## config.mk

```make
export PLATFORM = sky130hd
export DESIGN_NAME = pswr_trigger_generator
export DESIGN_NICKNAME = d
export VERILOG_FILES = /design/src/rtl/pswr_trig_pkg.sv /design/src/rtl/pswr_trig_down_counter.sv /design/src/rtl/pswr_trigger_generator.sv
export SDC_FILE = /design/constraint.sdc
export NUM_CORES = 1
export LEC_CHECK = 0
export ABC_CLOCK_PERIOD_IN_PS = 12200
export CAP_MARGIN = 20
export CORE_MARGIN = 2
export CORE_UTILIZATION = 60
export CTS_CLUSTER_DIAMETER = 50
export CTS_CLUSTER_SIZE = 40
export DETAILED_ROUTE_END_ITERATION = 12
export GPL_ROUTABILITY_DRIVEN = 0
export GPL_TIMING_DRIVEN = 0
export PLACE_DENSITY = 0.87
export SETUP_SLACK_MARGIN = 0.1
export SYNTH_ARGS = -nofsm -noshare
export SYNTH_HDL_FRONTEND = slang
export SYNTH_SLANG_ARGS = --single-unit
```

## constraint.sdc

```tcl
create_clock -name Clock -period 12.2 [get_ports Clock]
set_clock_uncertainty 0.2 [all_clocks]
set_input_delay 2.44 -clock Clock [delete_from_list [all_inputs] [get_ports Clock]]
set_output_delay 2.44 -clock Clock [all_outputs]
set_load 0.03 [all_outputs]
```

## src/rtl/pswr_trig_pkg.sv

```systemverilog
// Shared types and defaults for the PSWR trigger generator.
// Optional Pulse_Count output is enabled with PSWR_TRIG_GEN_PULSE_COUNT_EN.
package pswr_trig_pkg;

  typedef enum logic [1:0] {
    TG_IDLE,
    TG_HIGH,
    TG_LOW
  } tg_state_e;

  localparam int unsigned CNT_W_DEF   = 34;
  localparam int unsigned BURST_W_DEF = 16;
  localparam int unsigned MIN_PERIOD  = 2;

endpackage

```

## src/rtl/pswr_trig_down_counter.sv

```systemverilog
// Loadable down-counter with zero flag; times the HIGH and LOW phases of the pulse train.
// Holds at zero rather than wrapping.
module pswr_trig_down_counter #(
  parameter int unsigned CNT_W = 34
) (
  input  logic             clk_i,
  input  logic             rst_i,
  input  logic             load_i,
  input  logic [CNT_W-1:0] load_val_i,
  input  logic             dec_i,
  output logic             zero_o
);

  logic [CNT_W-1:0] cnt_q, cnt_d;

  always_comb begin
    cnt_d = cnt_q;
    if (load_i) begin
      cnt_d = load_val_i;
    end else if (dec_i && (cnt_q != '0)) begin
      cnt_d = cnt_q - CNT_W'(1);
    end
  end

  always_ff @(posedge clk_i) begin
    if (rst_i) begin
      cnt_q <= '0;
    end else begin
      cnt_q <= cnt_d;
    end
  end

  assign zero_o = (cnt_q == '0);

endmodule

```

## src/rtl/pswr_trigger_generator.sv

```systemverilog
// PSWR trigger pulse-train generator: programmable period, high width and burst count.
// Define PSWR_TRIG_GEN_PULSE_COUNT_EN to add the saturating Pulse_Count output.
module pswr_trigger_generator
  import pswr_trig_pkg::*;
#(
  parameter int unsigned CNT_W   = CNT_W_DEF,
  parameter int unsigned BURST_W = BURST_W_DEF
) (
  input  logic               Clock,
  input  logic               Reset,
  input  logic               Start,
  input  logic               Stop,
  input  logic [CNT_W-1:0]   Period,
  input  logic [CNT_W-1:0]   Width,
  input  logic [BURST_W-1:0] Burst,
  output logic               Dout,
  output logic               Busy,
  output logic               Done
`ifdef PSWR_TRIG_GEN_PULSE_COUNT_EN
  ,
  output logic [31:0]        Pulse_Count
`endif
);

  tg_state_e          state_q, state_d;
  logic               dout_q, dout_d;
  logic               busy_q, busy_d;
  logic               done_q, done_d;
  logic [CNT_W-1:0]   high_len_q, high_len_d;
  logic [CNT_W-1:0]   low_len_q, low_len_d;
  logic [BURST_W-1:0] burst_q, burst_d;
  logic               burst_inf_q, burst_inf_d;

  logic               start_acc;
  logic               cnt_load;
  logic [CNT_W-1:0]   cnt_val;
  logic               cnt_dec;
  logic               cnt_zero;
  logic [CNT_W-1:0]   per_s;
  logic [CNT_W-1:0]   wid_s;

  // Sanitised operands guarantee 1 <= width < period, so the low length is never zero.
  always_comb begin
    per_s = (Period < CNT_W'(MIN_PERIOD)) ? CNT_W'(MIN_PERIOD) : Period;
    wid_s = (Width == '0) ? CNT_W'(1) : Width;
    if (wid_s >= per_s) begin
      wid_s = per_s - CNT_W'(1);
    end
  end

  pswr_trig_down_counter #(
    .CNT_W(CNT_W)
  ) u_phase_cnt (
    .clk_i     (Clock),
    .rst_i     (Reset),
    .load_i    (cnt_load),
    .load_val_i(cnt_val),
    .dec_i     (cnt_dec),
    .zero_o    (cnt_zero)
  );

  always_comb begin
    state_d     = state_q;
    dout_d      = dout_q;
    busy_d      = busy_q;
    done_d      = 1'b0;
    high_len_d  = high_len_q;
    low_len_d   = low_len_q;
    burst_d     = burst_q;
    burst_inf_d = burst_inf_q;
    start_acc   = 1'b0;
    cnt_load    = 1'b0;
    cnt_val     = '0;
    cnt_dec     = 1'b0;

    if (Stop) begin
      state_d = TG_IDLE;
      dout_d  = 1'b0;
      busy_d  = 1'b0;
    end else begin
      unique case (state_q)
        TG_IDLE: begin
          if (Start) begin
            start_acc   = 1'b1;
            state_d     = TG_HIGH;
            dout_d      = 1'b1;
            busy_d      = 1'b1;
            high_len_d  = wid_s;
            low_len_d   = per_s - wid_s;
            burst_d     = Burst;
            burst_inf_d = (Burst == '0);
            cnt_load    = 1'b1;
            cnt_val     = wid_s - CNT_W'(1);
          end
        end
        TG_HIGH: begin
          if (cnt_zero) begin
            state_d  = TG_LOW;
            dout_d   = 1'b0;
            cnt_load = 1'b1;
            cnt_val  = low_len_q - CNT_W'(1);
          end else begin
            cnt_dec = 1'b1;
          end
        end
        TG_LOW: begin
          if (cnt_zero) begin
            if (!burst_inf_q && (burst_q == BURST_W'(1))) begin
              state_d = TG_IDLE;
              busy_d  = 1'b0;
              done_d  = 1'b1;
              burst_d = '0;
            end else begin
              if (!burst_inf_q) begin
                burst_d = burst_q - BURST_W'(1);
              end
              state_d  = TG_HIGH;
              dout_d   = 1'b1;
              cnt_load = 1'b1;
              cnt_val  = high_len_q - CNT_W'(1);
            end
          end else begin
            cnt_dec = 1'b1;
          end
        end
        default: begin
          state_d = TG_IDLE;
          dout_d  = 1'b0;
          busy_d  = 1'b0;
        end
      endcase
    end
  end

  always_ff @(posedge Clock) begin
    if (Reset) begin
      state_q     <= TG_IDLE;
      dout_q      <= 1'b0;
      busy_q      <= 1'b0;
      done_q      <= 1'b0;
      high_len_q  <= '0;
      low_len_q   <= '0;
      burst_q     <= '0;
      burst_inf_q <= 1'b0;
    end else begin
      state_q     <= state_d;
      dout_q      <= dout_d;
      busy_q      <= busy_d;
      done_q      <= done_d;
      high_len_q  <= high_len_d;
      low_len_q   <= low_len_d;
      burst_q     <= burst_d;
      burst_inf_q <= burst_inf_d;
    end
  end

  assign Dout = dout_q;
  assign Busy = busy_q;
  assign Done = done_q;

`ifdef PSWR_TRIG_GEN_PULSE_COUNT_EN
  logic [31:0] pulse_cnt_q, pulse_cnt_d;
  logic [31:0] pulse_base;

  // Clear on accepted Start, then count the rising edge that Start itself produces.
  always_comb begin
    pulse_base  = start_acc ? 32'd0 : pulse_cnt_q;
    pulse_cnt_d = pulse_base;
    if (dout_d && !dout_q && (pulse_base != 32'hFFFF_FFFF)) begin
      pulse_cnt_d = pulse_base + 32'd1;
    end
  end

  always_ff @(posedge Clock) begin
    if (Reset) begin
      pulse_cnt_q <= '0;
    end else begin
      pulse_cnt_q <= pulse_cnt_d;
    end
  end

  assign Pulse_Count = pulse_cnt_q;
`endif

endmodule

```

==> qor.csv, run 1 <==
stage;metric;value;unit
status;status;finished with violations;
status;violated checks;DRC;
final_layout;Layout Cells excl Fill;2063;
clocking;worst skew pair latency;0.43;ns
critical_path;Worst path top cell family by delay;compound AO/OA/AOI/OAI gates;
yosys;Synth Cell Area;0.0120;mm2
timing;Final Max Slew Viols;0;
floorplanning;row cnt;51;
yosys;dominant register cell in the synthesized netlist;dfxtp_1;
run;Max Cap Violations;0;
critical_path;critical path peak fanout;10;
placement;placed cells;2031;
global_route;Global Route Usage Sum;36.3;%
timing;Final period util;94.8;%
yosys;leading area contributor after synthesis;dfxtp_1;
worst_hold_path;Hold Path Class;flop to flop;
critical_path;WP data required;12.30;ns
clocking;Num CTS Buffers;17;
global_route;first-pass GRT wire length;62900;um
yosys;mux cell area share after synthesis;2.39;%
global_route;vias in the first global route;12515;
placement;dpl hpwl;30700;um
routing;Avg WL per Cell;19.1;um
timing;Rel. slew slack;47.1;%
timing;Final WS setup;0.633;ns
routing;DRT Pass-1 Iters;10;
power_and_ir_drop;Leakage;0.00520;uW
yosys;Avg Inst Size Synth;7.13;um2
yosys;sequential area share after synthesis;20.7;%
clocking;CTS tree;built;
final_layout;final core occ;70.3;%
yosys;async set-reset flop share out of synthesis;0;%
placement;IO Port Bufs;81;
critical_path;CP Buf/Inv Count;5;
timing;Finish-stage setup viols;0;
clocking;maximum buffer depth of the clock tree;2;
critical_path;CP Launch Type;input port;
yosys;Post-synth EDFFs;0;
yosys;Post-Syn Nets;1852;
final_layout;synthesis-to-finish area growth;14.6;%
timing;Fmax;86.5;MHz
yosys;xor/xnor share of the synthesized area;12.4;%
global_route;largest net degree at the start of global routing;17;
yosys;Synth Area in Adders;8.29;%
routing;first-iteration detailed-routing DRC count;1427;
power_and_ir_drop;VDD IR-drop max;0.000107;V
critical_path;Worst EP arrival;11.67;ns
global_route;GRT overflow;0;
yosys;yosys warns;0;
yosys;post-synth top area share;20.7;%
floorplanning;IO Pins;91;
clocking;Root Driver;clkbuf_16;
critical_path;CP most frequent cell;o21ai_0;
timing;Worst-Margin Slew;0.787;ns
timing;Final min period;11.57;ns
clocking;Hold Buf Count CTS;0;
floorplanning;Core Footprint;0.0196;mm2
critical_path;crit-path max cell delay;0.69;ns
floorplanning;die footprint;0.0212;mm2
yosys;post-synthesis simple-gate area fraction;27.2;%
yosys;Synth area leaders;dfxtp_1, xnor2_1, ha_1;
floorplanning;Die W;146;um
yosys;top-count cell post-synth;nor2_1;
global_route;initial antenna violation count;0;
placement;Post-Place Setup Slack;0.466;ns
clocking;CTS Sinks;124;
yosys;post-synthesis compound-gate area fraction;22.5;%
final_layout;nets;1952;
power_and_ir_drop;pwr dens;117;mW/mm2
routing;# DRC;1;
final_layout;n_diodes;0;
clocking;CTS resizes;0;
floorplanning;Die Y-Extent;146;um
routing;final wirelength;39400;um
yosys;largest family of logic cells by synthesized area;simple AND/OR/NAND/NOR gates;
critical_path;Crit Path Category;input port to flop;
yosys;Mapped Cells;1685;
yosys;synth cell count leaders;nor2_1, a21oi_1, nand2_1, clkbuf_1, dfxtp_1;
routing;Routed Antenna Nets;0;
critical_path;crit path max-delay cell type;o31ai_2;
timing;setup tns final;0;ns
critical_path;kind of end point of the critical path;flop;
clocking;H-tree depth;4;
clocking;clock slew at reported path FFs;0.05;ns
yosys;post-synthesis sequential element count;124;
routing;vias per cell;6.47;
yosys;post-synthesis cell type count;84;
routing;vias;13346;
clocking;post-CTS setup repair buffer count;0;
timing;RSZ-0062 raised after global routing;false;
timing;Final Hold Fails;0;
final_layout;proportion of layout cells with a drive suffix above 1;3.73;%
floorplanning;Starting Density;61.3;%
[logic make-up (layout without fill, tap and decap cells)]
family                     after synthesis  in the layout
AOI/OAI and AO/OA                      421            421
and+or+nand+nor                        660            660
adders and majority gates               79             79
DFF                                    124            124
xor gates and xnor gates               170            170
buffers and inverters                  203            316
muxes                                   28             28
[layout make-up]
cell class	count	area [um2]
Buffer	144	566
Sequential cell	124	2480
Inverter	59	221
Timing Repair Buffer	81	811
Tap cell	265	332
Multi-Input combinational cell	1358	8750
Clock inverter	11	168
Clock buffer	21	450
Fill cell	1605	5810
[per-layer routing]
layer / global-route usage (%) / wire [um] / vias up
met3: 5.58 / 3880 / 178
li1: - / - / 6239
met5: 0 / 0 / -
met2: 59.3 / 17800 / 855
met1: 45.9 / 15500 / 6074
met4: 20.6 / 2180 / 0
[sequential cells by signal (all words and copies together) (netlist names)]
name               count
high_len_q            34
burst_inf_q            1
Dout                   1
Busy                   1
u_phase_cnt.cnt_q     34
low_len_q             34
state_q                2
Done                   1
burst_q               16
[cells in the final DEF (no fill, tap or decap), drive strengths merged, types with 32 or more instances in the layout]
| cell type | netlist | routed |
|---|---|---|
| nor3 | 64 | 64 |
| xor2 | 58 | 58 |
| xnor2 | 112 | 112 |
| nand3 | 32 | 32 |
| a21oi | 151 | 151 |
| dfxtp | 124 | 124 |
| nor4 | 49 | 49 |
| a211oi | 34 | 34 |
| nand2 | 144 | 144 |
| clkbuf | 132 | 153 |
| o21ai | 70 | 70 |
| clkdlybuf4s50 | 0 | 81 |
| nor2 | 225 | 225 |
| inv | 59 | 59 |
| ha | 78 | 78 |
[where the power goes]
part / total (uW) / switching, uW / internal, uW / leakage, uW
registers: 475 / 37.5 / 437 / 0.00102
clock network: 537 / 190 / 346 / 0.000297
logic: 599 / 357 / 241 / 0.00389
[final timing paths]
check | start | to | slack [ns] | depth (start not counted)
max | Period[27] | low_len_q[32] | 0.63 | 28
min | low_len_q[10] | low_len_q[10] | 0.30 | 2
max reg2reg | u_phase_cnt.cnt_q[2] | u_phase_cnt.cnt_q[9] | 7.69 | 12
min reg2reg | low_len_q[10] | low_len_q[10] | 0.30 | 2
[worst reg2reg max path, cell delays in order, from the launching register on]
cell	delay, ns
dfxtp_1	0.34
nor4_1	0.71
nand2_1	0.29
nor3b_1	0.52
nand3b_1	0.22
o21ai_0	0.33
and2_1	0.17
clkbuf_1	0.31
o221ai_1	0.27
nor3_1	0.58
o22ai_1	0.18
a2bb2oi_1	0.19
nor2_1	0.06
[through the flow]
stage	instance area [um2]	total power (uW)	hold slack, ns
2_1_floorplan	12000	897	0.244
3_3_place_gp	13200	1040	0.260
3_5_place_dp	13200	1060	0.273
4_1_cts	13800	1590	0.286
5_1_grt	13800	1680	0.301
6_report	13800	1610	0.295
(Power assumes the default switching activity.)
==> inputs of run 2 (changes only) <==
--- a/config.mk
+++ b/config.mk
@@ -14,8 +14,11 @@
 export DETAILED_ROUTE_END_ITERATION = 12
 export GPL_ROUTABILITY_DRIVEN = 0
 export GPL_TIMING_DRIVEN = 0
-export PLACE_DENSITY = 0.87
+export MAX_ROUTING_LAYER = met4
+export PLACE_DENSITY = 0.86
+export RECOVER_POWER = 25
 export SETUP_SLACK_MARGIN = 0.1
 export SYNTH_ARGS = -nofsm -noshare
 export SYNTH_HDL_FRONTEND = slang
+export SYNTH_HIERARCHICAL = 1
 export SYNTH_SLANG_ARGS = --single-unit
==> run 2 against run 1 <==
Effect of this change:
- the flow now finishes without violations
- synthesized cell count increased by 4.9%
- flip-flop and latch count unchanged
- first-iteration DRC count decreased by 1.9%
==> qor.csv, run 2 <==
stage;metric;value;unit
timing;Final Max Slew Viols;0;
routing;first-iteration detailed-routing DRC count;1400;
worst_hold_path;Hold Path Class;flop to flop;
power_and_ir_drop;Psw;632;uW
final_layout;# fillers;1656;
placement;dpl hpwl;31800;um
clocking;worst skew pair latency;0.43;ns
global_route;Global Route Usage Sum;36.7;%
routing;DRT Pass-1 Iters;6;
global_route;largest net degree at the start of global routing;17;
clocking;clock slew at reported path FFs;0.06;ns
yosys;Post-synth EDFFs;0;
final_layout;Layout Cells excl Fill;2155;
power_and_ir_drop;register share of total power;28.8;%
global_route;GRT overflow;0;
critical_path;crit-path max cell delay;0.79;ns
worst_hold_path;Hold Path Origin;low_len_q[9];
routing;Routed Antenna Nets;0;
yosys;post-synth top area share;19.8;%
critical_path;CP Buf/Inv Count;6;
critical_path;Worst EP arrival;11.26;ns
floorplanning;Starting Density;61.7;%
final_layout;area occupied by multi-input gates;0.00915;mm2
clocking;Hold Buf Count CTS;0;
floorplanning;row cnt;52;
routing;# DRC;0;
yosys;Mapped Cells;1768;
final_layout;nets;2037;
yosys;leading area contributor after synthesis;dfxtp_1;
critical_path;crit path max-delay cell type;o21ai_0;
power_and_ir_drop;VDD IR-drop max;0.000108;V
clocking;post-CTS setup repair buffer count;0;
yosys;post-synthesis cell type count;94;
worst_hold_path;hold endpoint;low_len_q[9];
timing;Final WS setup;1.12;ns
critical_path;kind of end point of the critical path;flop;
placement;dpl cell area;0.0137;mm2
yosys;Post-Syn Nets;1933;
final_layout;Reg area;0.00248;mm2
power_and_ir_drop;total power;1630;uW
yosys;Synth Cell Area;0.0126;mm2
power_and_ir_drop;Leakage;0.00549;uW
clocking;Num CTS Buffers;17;
timing;Finish-stage setup viols;0;
critical_path;R2R setup slack;7.59;ns
critical_path;R2R cell count;12;
timing;Final min period;11.08;ns
yosys;async set-reset flop share out of synthesis;0;%
yosys;top-count cell post-synth;nor2_1;
critical_path;WP data required;12.38;ns
power_and_ir_drop;Comb pwr share;40.4;%
floorplanning;die footprint;0.0221;mm2
run;Max Cap Violations;0;
floorplanning;Die W;149;um
floorplanning;Core Footprint;0.0204;mm2
routing;vias;14073;
timing;Worst-Margin Slew;1.20;ns
critical_path;critical path peak fanout;10;
clocking;CTS tree;built;
yosys;sequential area share after synthesis;19.8;%
final_layout;Top Registers;high_len_q (34), low_len_q (34), u_phase_cnt/cnt_q (34);
yosys;yosys warns;6;
clocking;CTS Sinks;124;
floorplanning;IO Pins;91;
final_layout;fin area;0.0143;mm2
yosys;Avg Inst Size Synth;7.10;um2
worst_hold_path;hold depth;2;
timing;Final period util;90.9;%
routing;final wirelength;40600;um
final_layout;n_diodes;0;
routing;vias per cell;6.53;
yosys;Synth area leaders;dfxtp_1, ha_1, nor2_1;
critical_path;CP Launch Type;input port;
timing;Final Hold Fails;0;
clocking;maximum buffer depth of the clock tree;2;
floorplanning;Die Y-Extent;149;um
global_route;first-pass GRT wire length;63800;um
final_layout;synthesis-to-finish area growth;13.9;%
critical_path;reg-to-reg endpoint;u_phase_cnt/cnt_q[13];
power_and_ir_drop;Clk pwr share;30.8;%
timing;Rel. slew slack;20.1;%
placement;IO Port Bufs;85;
power_and_ir_drop;Sw Share;38.8;%
placement;placed cells;2123;
global_route;initial antenna violation count;0;
final_layout;proportion of layout cells with a drive suffix above 1;5.09;%
placement;Post-Place Setup Slack;0.981;ns
yosys;post-synthesis sequential element count;124;
clocking;Root Driver;clkbuf_16;
clocking;H-tree depth;4;
power_and_ir_drop;pwr dens;114;mW/mm2
critical_path;Worst path top cell family by delay;compound AO/OA/AOI/OAI gates;
yosys;dominant register cell in the synthesized netlist;dfxtp_1;
timing;setup tns final;0;ns
timing;RSZ-0062 raised after global routing;false;
routing;Avg WL per Cell;18.8;um
critical_path;Crit Path Category;input port to flop;
critical_path;Crit Reg-Reg Startpoint;u_phase_cnt/cnt_q[0];
critical_path;Critical Path Stages;30;
clocking;CTS resizes;0;
power_and_ir_drop;Int Power;997;uW
status;status;finished clean;
global_route;vias in the first global route;13032;
final_layout;commonest non-fill, non-tap cell in the layout;nor2_1;
yosys;synth cell count leaders;nor2_1, nand2_1, a21oi_1, clkbuf_1, dfxtp_1;
timing;Fmax;90.2;MHz
final_layout;most frequent cells in the layout;nor2_1, nand2_1, a21oi_1;
## run 2: changes by cell type after synthesis, moves of 8 or more
cell | previous run | this run
a21oi_1 | 151 | 129
a22oi_1 | 10 | 32
inv_1 | 59 | 81
a211oi_1 | 34 | 13
xnor2_1 | 112 | 92
a311oi_1 | 5 | 19
o21ai_0 | 60 | 73
nor2_1 | 222 | 232
a221oi_1 | 12 | 3
nand3_1 | 30 | 39
a222oi_1 | 0 | 8
o31ai_1 | 10 | 18
or2_2 | 4 | 12
## run 2: final cells by class
class	instances	area share, %
clock buffer	18	3.07
sequential	124	17.4
timing repair buffer	85	5.95
clock inverter	14	1.01
inverter	84	2.20
multi-input combinational	1414	64.0
buffer	146	4.05
tap	270	2.36
## run 2: power groups by stage
stage,sequential (uW),combinational (uW),clock [uW]
2_1_floorplan,468,464,0
3_3_place_gp,473,616,0
3_5_place_dp,475,634,0
4_1_cts,467,640,500
5_1_grt,472,714,517
6_report,469,657,503
## run 2: worst max path at each step
stage	end	slack, ns	from
after detailed placement	low_len_q[33]	0.98	Period[25]
after global routing	low_len_q[26]	0.67	Period[24]
after floorplan	low_len_q[26]	3.29	Period[4]
after CTS	low_len_q[33]	1.40	Period[25]
final	low_len_q[26]	1.12	Period[25]
after global placement	low_len_q[26]	1.20	Period[26]
## run 2: tightest hold or removal path, stage by stage (launching register included)
cell	delay [ns]
dfxtp_1	0.33
nand2_1	0.06
a21oi_1	0.05
## run 2: cell families (layout without fill, tap and decap cells)
logic type / count (synthesis) / after routing / synth area share (%)
multiplexers: 26 / 26 / 2.19
AO/OA/AOI/OAI: 453 / 453 / 24.1
flip-flops: 124 / 124 / 19.8
buffers and inverters: 230 / 347 / 7.13
AND/OR/NAND/NOR: 714 / 714 / 29.1
XOR/XNOR: 144 / 144 / 10.0
adder cells (fa/ha/maj): 77 / 77 / 7.73
## run 2: layer usage
layer / GRT usage, % / vias up / routed length (um)
li1: - / 6607 / -
met1: 44.8 / 6384 / 16100
met2: 59.1 / 907 / 18200
met3: 5.21 / 175 / 4000
met4: 19.2 / 0 / 2250
met5: - / - / 0
## run 2: stage by stage
step                      hold WS [ns]  util (%)
after floorplan                  0.242         -
after global placement           0.250      67.5
after detailed placement         0.267      67.5
after CTS                        0.281      70.4
after global routing             0.303      70.2
final                            0.284      70.2
==> inputs of run 3 (changes only) <==
--- a/config.mk
+++ b/config.mk
@@ -18,6 +18,7 @@
 export PLACE_DENSITY = 0.86
 export RECOVER_POWER = 25
 export SETUP_SLACK_MARGIN = 0.1
+export SLEW_MARGIN = 0
 export SYNTH_ARGS = -nofsm -noshare
 export SYNTH_HDL_FRONTEND = slang
 export SYNTH_HIERARCHICAL = 1
==> results of run 3 <==
The final DEF is identical to that of run 2; final timing and power are the same.
